<file path="config.mk">
export PLATFORM = sky130hd
export DESIGN_NAME = mist_console_tx
export DESIGN_NICKNAME = d
export VERILOG_FILES = /design/src/rtl/mist_console_pkg.sv /design/src/rtl/mist_tx_fifo.sv /design/src/rtl/mist_console_tx.sv
export SDC_FILE = /design/constraint.sdc
export NUM_CORES = 1
export LEC_CHECK = 0
export ABC_AREA = 1
export CORE_MARGIN = 2
export CORE_UTILIZATION = 60
export CTS_BUF_LIST = sky130_fd_sc_hd__clkbuf_8 sky130_fd_sc_hd__clkbuf_16
export CTS_CLUSTER_SIZE = 30
export DETAILED_ROUTE_END_ITERATION = 6
export DONT_BUFFER_PORTS = 1
export GPL_TIMING_DRIVEN = 0
export PLACE_DENSITY = 0.85
export SKIP_CTS_REPAIR_TIMING = 1
export SLEW_MARGIN = 20
export SYNTH_ARGS = -nofsm -noshare
export SYNTH_HDL_FRONTEND = slang
export SYNTH_SLANG_ARGS = --single-unit
</file>
<file path="constraint.sdc">
create_clock -name clk -period 3 [get_ports clk]
set_clock_uncertainty 0.15 [all_clocks]
set_input_delay 0.45 -clock clk [delete_from_list [all_inputs] [get_ports clk]]
set_output_delay 0.45 -clock clk [all_outputs]
set_load 0.1 [all_outputs]
</file>
<file path="src/rtl/mist_console_pkg.sv">
// MiST console UART shared constants.
// Bit timing and TX state encoding shared by transmitter and receiver.
package mist_console_pkg;

  localparam int unsigned CLK_HZ_DEF = 100_000_000;
  localparam int unsigned BAUD_DEF   = 115_200;

  localparam logic [1:0] ST_IDLE  = 2'd0;
  localparam logic [1:0] ST_START = 2'd1;
  localparam logic [1:0] ST_DATA  = 2'd2;
  localparam logic [1:0] ST_STOP  = 2'd3;

  function automatic int unsigned calc_ticks(
    input int unsigned clk_hz,
    input int unsigned baud
  );
    return clk_hz / baud;
  endfunction

endpackage

</file>
<file path="src/rtl/mist_tx_fifo.sv">
// MiST console TX byte FIFO.
// First-word-fall-through head, clocked push/pop, count-based full/empty.
module mist_tx_fifo #(
  parameter int unsigned DEPTH = 16,
  parameter int unsigned W     = 8,
  localparam int unsigned AW   = $clog2(DEPTH),
  localparam int unsigned CW   = AW + 1
) (
  input  logic          clk,
  input  logic          n_reset,
  input  logic          wr_en,
  input  logic [W-1:0]  wr_data,
  input  logic          rd_en,
  output logic [W-1:0]  rd_data,
  output logic          full,
  output logic          empty,
  output logic [CW-1:0] count
);

  logic [W-1:0]  mem [DEPTH];
  logic [AW-1:0] wr_ptr;
  logic [AW-1:0] rd_ptr;
  logic          do_wr;
  logic          do_rd;

  assign full    = count == CW'(DEPTH);
  assign empty   = count == '0;
  assign do_wr   = wr_en && !full;
  assign do_rd   = rd_en && !empty;
  assign rd_data = mem[rd_ptr];

  always_ff @(posedge clk) begin
    if (do_wr) mem[wr_ptr] <= wr_data;
  end

  // Pointers wrap naturally since DEPTH is a power of two.
  always_ff @(posedge clk or negedge n_reset) begin
    if (!n_reset) begin
      wr_ptr <= '0;
      rd_ptr <= '0;
      count  <= '0;
    end else begin
      if (do_wr) wr_ptr <= wr_ptr + AW'(1);
      if (do_rd) rd_ptr <= rd_ptr + AW'(1);
      if (do_wr && !do_rd) count <= count + CW'(1);
      else if (!do_wr && do_rd) count <= count - CW'(1);
    end
  end

endmodule

</file>
<file path="src/rtl/mist_console_tx.sv">
// MiST console UART transmitter, 8N1.
// FIFO-buffered; back-to-back frames without idle gap.
module mist_console_tx
  import mist_console_pkg::*;
#(
  parameter int unsigned CLK_HZ     = CLK_HZ_DEF,
  parameter int unsigned BAUD       = BAUD_DEF,
  parameter int unsigned FIFO_DEPTH = 16
) (
  input  logic       clk,
  input  logic       n_reset,
  input  logic [7:0] par_in_data,
  input  logic       par_in_strobe,
  output logic       par_in_ready,
  output logic       ser_out,
  output logic       busy,
  output logic       overflow
);

  localparam int unsigned TICKS = calc_ticks(CLK_HZ, BAUD);
  localparam int unsigned TW    = $clog2(TICKS + 1);
  localparam int unsigned CW    = $clog2(FIFO_DEPTH) + 1;
  localparam logic [TW-1:0] TMAX = TW'(TICKS - 1);

  logic [1:0]    state;
  logic [TW-1:0] tick;
  logic [2:0]    idx;
  logic [7:0]    sh;
  logic [7:0]    head;
  logic          full;
  logic          empty;
  logic [CW-1:0] count;
  logic          bit_end;
  logic          pop;

  mist_tx_fifo #(
    .DEPTH (FIFO_DEPTH),
    .W     (8)
  ) u_fifo (
    .clk     (clk),
    .n_reset (n_reset),
    .wr_en   (par_in_strobe),
    .wr_data (par_in_data),
    .rd_en   (pop),
    .rd_data (head),
    .full    (full),
    .empty   (empty),
    .count   (count)
  );

  assign bit_end      = tick == '0;
  assign par_in_ready = !full;
  assign busy         = (state != ST_IDLE) || !empty;

  // Pop from idle, or at the end of a stop bit to chain frames.
  always_comb begin
    pop = 1'b0;
    if (!empty)
      pop = (state == ST_IDLE) ||
            (state == ST_STOP && bit_end);
  end

  always_ff @(posedge clk or negedge n_reset) begin
    if (!n_reset) begin
      state    <= ST_IDLE;
      tick     <= '0;
      idx      <= '0;
      sh       <= '0;
      ser_out  <= 1'b1;
      overflow <= 1'b0;
    end else begin
      if (par_in_strobe && full) overflow <= 1'b1;
      unique case (state)
        ST_IDLE: begin
          if (pop) begin
            sh      <= head;
            ser_out <= 1'b0;
            tick    <= TMAX;
            state   <= ST_START;
          end
        end
        ST_START: begin
          if (bit_end) begin
            ser_out <= sh[0];
            sh      <= sh >> 1;
            idx     <= '0;
            tick    <= TMAX;
            state   <= ST_DATA;
          end else begin
            tick <= tick - TW'(1);
          end
        end
        ST_DATA: begin
          if (bit_end) begin
            tick <= TMAX;
            if (idx == 3'd7) begin
              ser_out <= 1'b1;
              state   <= ST_STOP;
            end else begin
              ser_out <= sh[0];
              sh      <= sh >> 1;
              idx     <= idx + 3'd1;
            end
          end else begin
            tick <= tick - TW'(1);
          end
        end
        ST_STOP: begin
          if (bit_end) begin
            if (pop) begin
              sh      <= head;
              ser_out <= 1'b0;
              tick    <= TMAX;
              state   <= ST_START;
            end else begin
              state <= ST_IDLE;
            end
          end else begin
            tick <= tick - TW'(1);
          end
        end
      endcase
    end
  end

endmodule

</file>
==> summary by stage <==
Outcome
The run finished with clean final reports.

Power and ir drop
The design draws 5.724 mW. In this run, the combinational gates consume 11.9% of the power. For this design the static power due to leakage is 3.814 nW. In this run, flip-flops and latches consume 50.5% of the power. Of the total power, the share spent switching nets is 27.39%.

The design internal power is 4.156 mW. The clock power share is 37.6%. In this run the power spent charging and discharging nets is 1.568 mW. The worst-case IR drop observed on VDD is 0.0005793 V. The power density over cell area is 657.1 mW/mm^2.

Drt
The final routed wire length divided by cell count is about 18 um. Using the TritonRoute via totals, the vias-per-cell ratio works out to 5.695. The first routing iteration left 903 violations. The overall via count from detail_route is between 5,000 and 6,000. For this run, the detailed router's first-pass iteration total came to 5. The final wirelength is between 15,000 and 20,000 um.

The remaining antenna violation count is 0. The remaining design rule violation count is 0.

Flow run
The max-capacitance violation count is 0.

Placement
The number of input and output port buffers inserted is 0. The number of cells after detailed placement is between 900 and 1,000. Once detailed placement completed, the half-perimeter wirelength came to between 10,000 and 15,000 um.

The final RePlAce weighted congestion is 0.9922.

Clock network
The number of H-tree levels is 4. The CTS tree is done. CTS placed an instance of clkbuf_16 at the clock tree root.

The clock reaches the later pin of the worst-skew pair after 450 ps. The number of clock sinks is around 170. Clock-pin slew was measured on the worst setup and hold paths at 60 ps.

No sink is reached through more buffers than the 2 on the longest clock path. Buffers inserted during clock tree synthesis total 17.

STA
The headroom to the max-slew limit is 32.70%. The number of max-slew violations in the final report was 0. The setup-violating endpoint count in the final report is 0. The slew at the pin closest to its max-slew limit is 1007 ps. Adding up every negative setup slack in the final design gives 0 ps.

The final critical path takes up approximately 94% of the cycle. The post-layout minimum cycle time is 2808 ps. Setup repair after global routing left no endpoint under its margin. The hold violation count in the final report was 0. Based on the critical path, the design can be clocked at up to 0.3561 GHz.

Setup path
The kind of end point of the critical path is a register. STA classifies the critical path startpoint as a register. The kind of critical path is reg2reg. The data arrival time at the worst-slack endpoint is roughly 3000 ps. STA puts the critical path data required time at between 3000 and 4000 ps. In this run the worst path has a maximum fanout of 9.

GRT
Entering global routing, the biggest net connects 39 pins. The first global-routing pass estimated 28,590 um of wire. The total overflow left after global routing is 0. The initial antenna violation count is 0. Global routing used between 20% and 30% of the available tracks across all layers.

The number of global-route vias before repair was between 5,000 and 6,000.

Floorplan
The horizontal die dimension is 117.8 um. The core area is between 0.01 and 0.015 mm^2. The area of the die is around 0.014 mm^2. Row generation in the floorplan step produced 41 rows. The initial standard-cell utilization of the core is around three fifths.

15 I/O pins were placed. The floorplan step set the die height to 117.8 um.

Finish
The most common cell after layout, fill and taps aside is nand2_1. The area growth from synthesis to final layout is 12.09%. The fill cell total of the finished layout is 876. The final layout contains 867 nets.

The ratio of cells with drive above 1 in the final layout is 9.294%. The number of standard cells in the layout, taps in and fillers out is 1,022. Leaving out fill and tap cells, the most frequent cells in the layout are nand2_1, edfxtp_1, inv_1, nand3_1.

The number of antenna diodes in the final layout is 0. The area used by multi-input combinational logic is 0.002380 mm^2. The sequential cell area in the final layout is 0.004796 mm^2.

Synthesis
The most used flip-flop cell after synthesis is edfxtp_1. The Yosys step of the flow raised 0 warnings. The post-synthesis cell count is slightly above 800. Ranked by total cell area, the synthesized netlist is headed by edfxtp_1, nand2_1, dfrtp_1. The portion of synthesized cell area occupied by the leading cell type is 49.46%.

The most area-hungry cell type in the Yosys netlist is edfxtp_1. After synthesis, flip-flops and latches occupy slightly above 60% of the total area. A synthesized cell averages 9.630 um^2. The post-synthesis instance area is 0.007771 mm^2. The flip-flop and latch count after synthesis is ~170. The share of flip-flops with an asynchronous set or reset after synthesis is 22.89%.

The number of nets handed over by synthesis was 837. Counting flops with a built-in enable in the synthesized netlist gives 128. Counting distinct cell types in the post-synthesis netlist gives 36.

Hold path
In this run the worst hold path is classified as in2reg.
[synth_stat cells, types with 2 or more instances]
| cell type | n |
|---|---|
| inv_1 | 115 |
| inv_2 | 11 |
| clkinv_1 | 2 |
| nand3_1 | 108 |
| o21ai_0 | 19 |
| dfrtp_1 | 37 |
| o32ai_1 | 2 |
| nor2_2 | 3 |
| buf_4 | 4 |
| edfxtp_1 | 128 |
| xor2_1 | 11 |
| o21ai_1 | 6 |
| nor2_4 | 2 |
| nand3_2 | 2 |
| xnor2_1 | 3 |
| clkbuf_1 | 7 |
| nand4_1 | 4 |
| nand2_1 | 248 |
| nand2_4 | 2 |
| nor2_1 | 39 |
| buf_2 | 14 |
| a21oi_1 | 9 |
| ha_1 | 18 |
[state kept, by name, summed over array words and instances, names as in the netlist]
signal and count:
tick 10, u_fifo.wr_ptr 4, state 2, ser_out 1, u_fifo.count 5, idx 3
u_fifo.mem 128, overflow 1, u_fifo.rd_ptr 4, sh 8
[layout make-up]
class                   count  share of cell area [%]
clock buffers              17                   4.884
inverters                 128                   5.544
clock inverters            15                   1.767
flip-flops and latches    166                   55.06
plain buffers              26                   1.494
multi-input cells         487                   27.32
repair buffers             11                   1.465
well taps                 172                   2.471
[metrics by stage]
step | hold WS [ps] | instance area [um^2] | worst slack, ps | utilization (%)
3_5_place_dp | 5.373 | 7986 | 45.07 | 63.29
4_1_cts | -463.0 | 8566 | 14.09 | 67.88
2_1_floorplan | 4.409 | 7771 | 391.1 | -
5_1_grt | 56.75 | 8711 | 36.04 | 69.03
3_3_place_gp | 5.205 | 7986 | 129.4 | 63.29
6_report | 53.84 | 8711 | 191.8 | 69.03
[cells by family (layout without fill, tap and decap cells)]
kind of cell,count (synthesis),after routing,share of synthesized area (%)
compound gates,43,43,3.236
xor+xnor,14,14,1.578
fa+ha+maj,19,19,3.156
buf+inv,154,197,7.857
flops,166,166,61.71
simple gates,411,411,22.46
[routing by layer]
metal / track usage, % / vias to the layer above / wire (um)
met5: 0 / - / 0
met4: 12.65 / 0 / 733
met3: 7.025 / 80 / 2243
met2: 44.22 / 401 / 8739
met1: 35.53 / 2671 / 6676
li1: - / 2668 / -
[final timing paths]
check                           depth (start not counted)  slack (ps)               end           from
worst max-delay path                                   16         190   u_fifo.count[4]        tick[1]
worst min-delay path                                    2          50  u_fifo.wr_ptr[0]  par_in_strobe
worst max register to register                         16         190   u_fifo.count[4]        tick[1]
worst min register to register                          2         330             sh[4]          sh[4]
max in group asynchronous                               2        2070           ser_out        n_reset
min in group asynchronous                               2         380             sh[5]        n_reset
[power groups by stage]
stage	registers [mW]	clock network [mW]	logic, mW
2_1_floorplan	2.90	0	0.461
3_3_place_gp	2.92	0	0.560
3_5_place_dp	2.93	0	0.591
4_1_cts	2.89	2.15	0.606
5_1_grt	2.91	2.25	0.763
6_report	2.89	2.15	0.681
[worst max-delay path, stage by stage (launching register included)]
cell,delay (ps)
dfrtp_1,380
inv_1,120
ha_1,190
nand3_1,120
nor2_4,120
nand3_2,90
nand2_4,130
nand2_4,120
ha_2,230
fa_1,410
inv_1,70
nand2_1,50
a21oi_1,170
nor2_1,60
nand2_1,60
nand3_1,90
xor2_1,150
No activity file was read; power rests on OpenSTA's default activity.
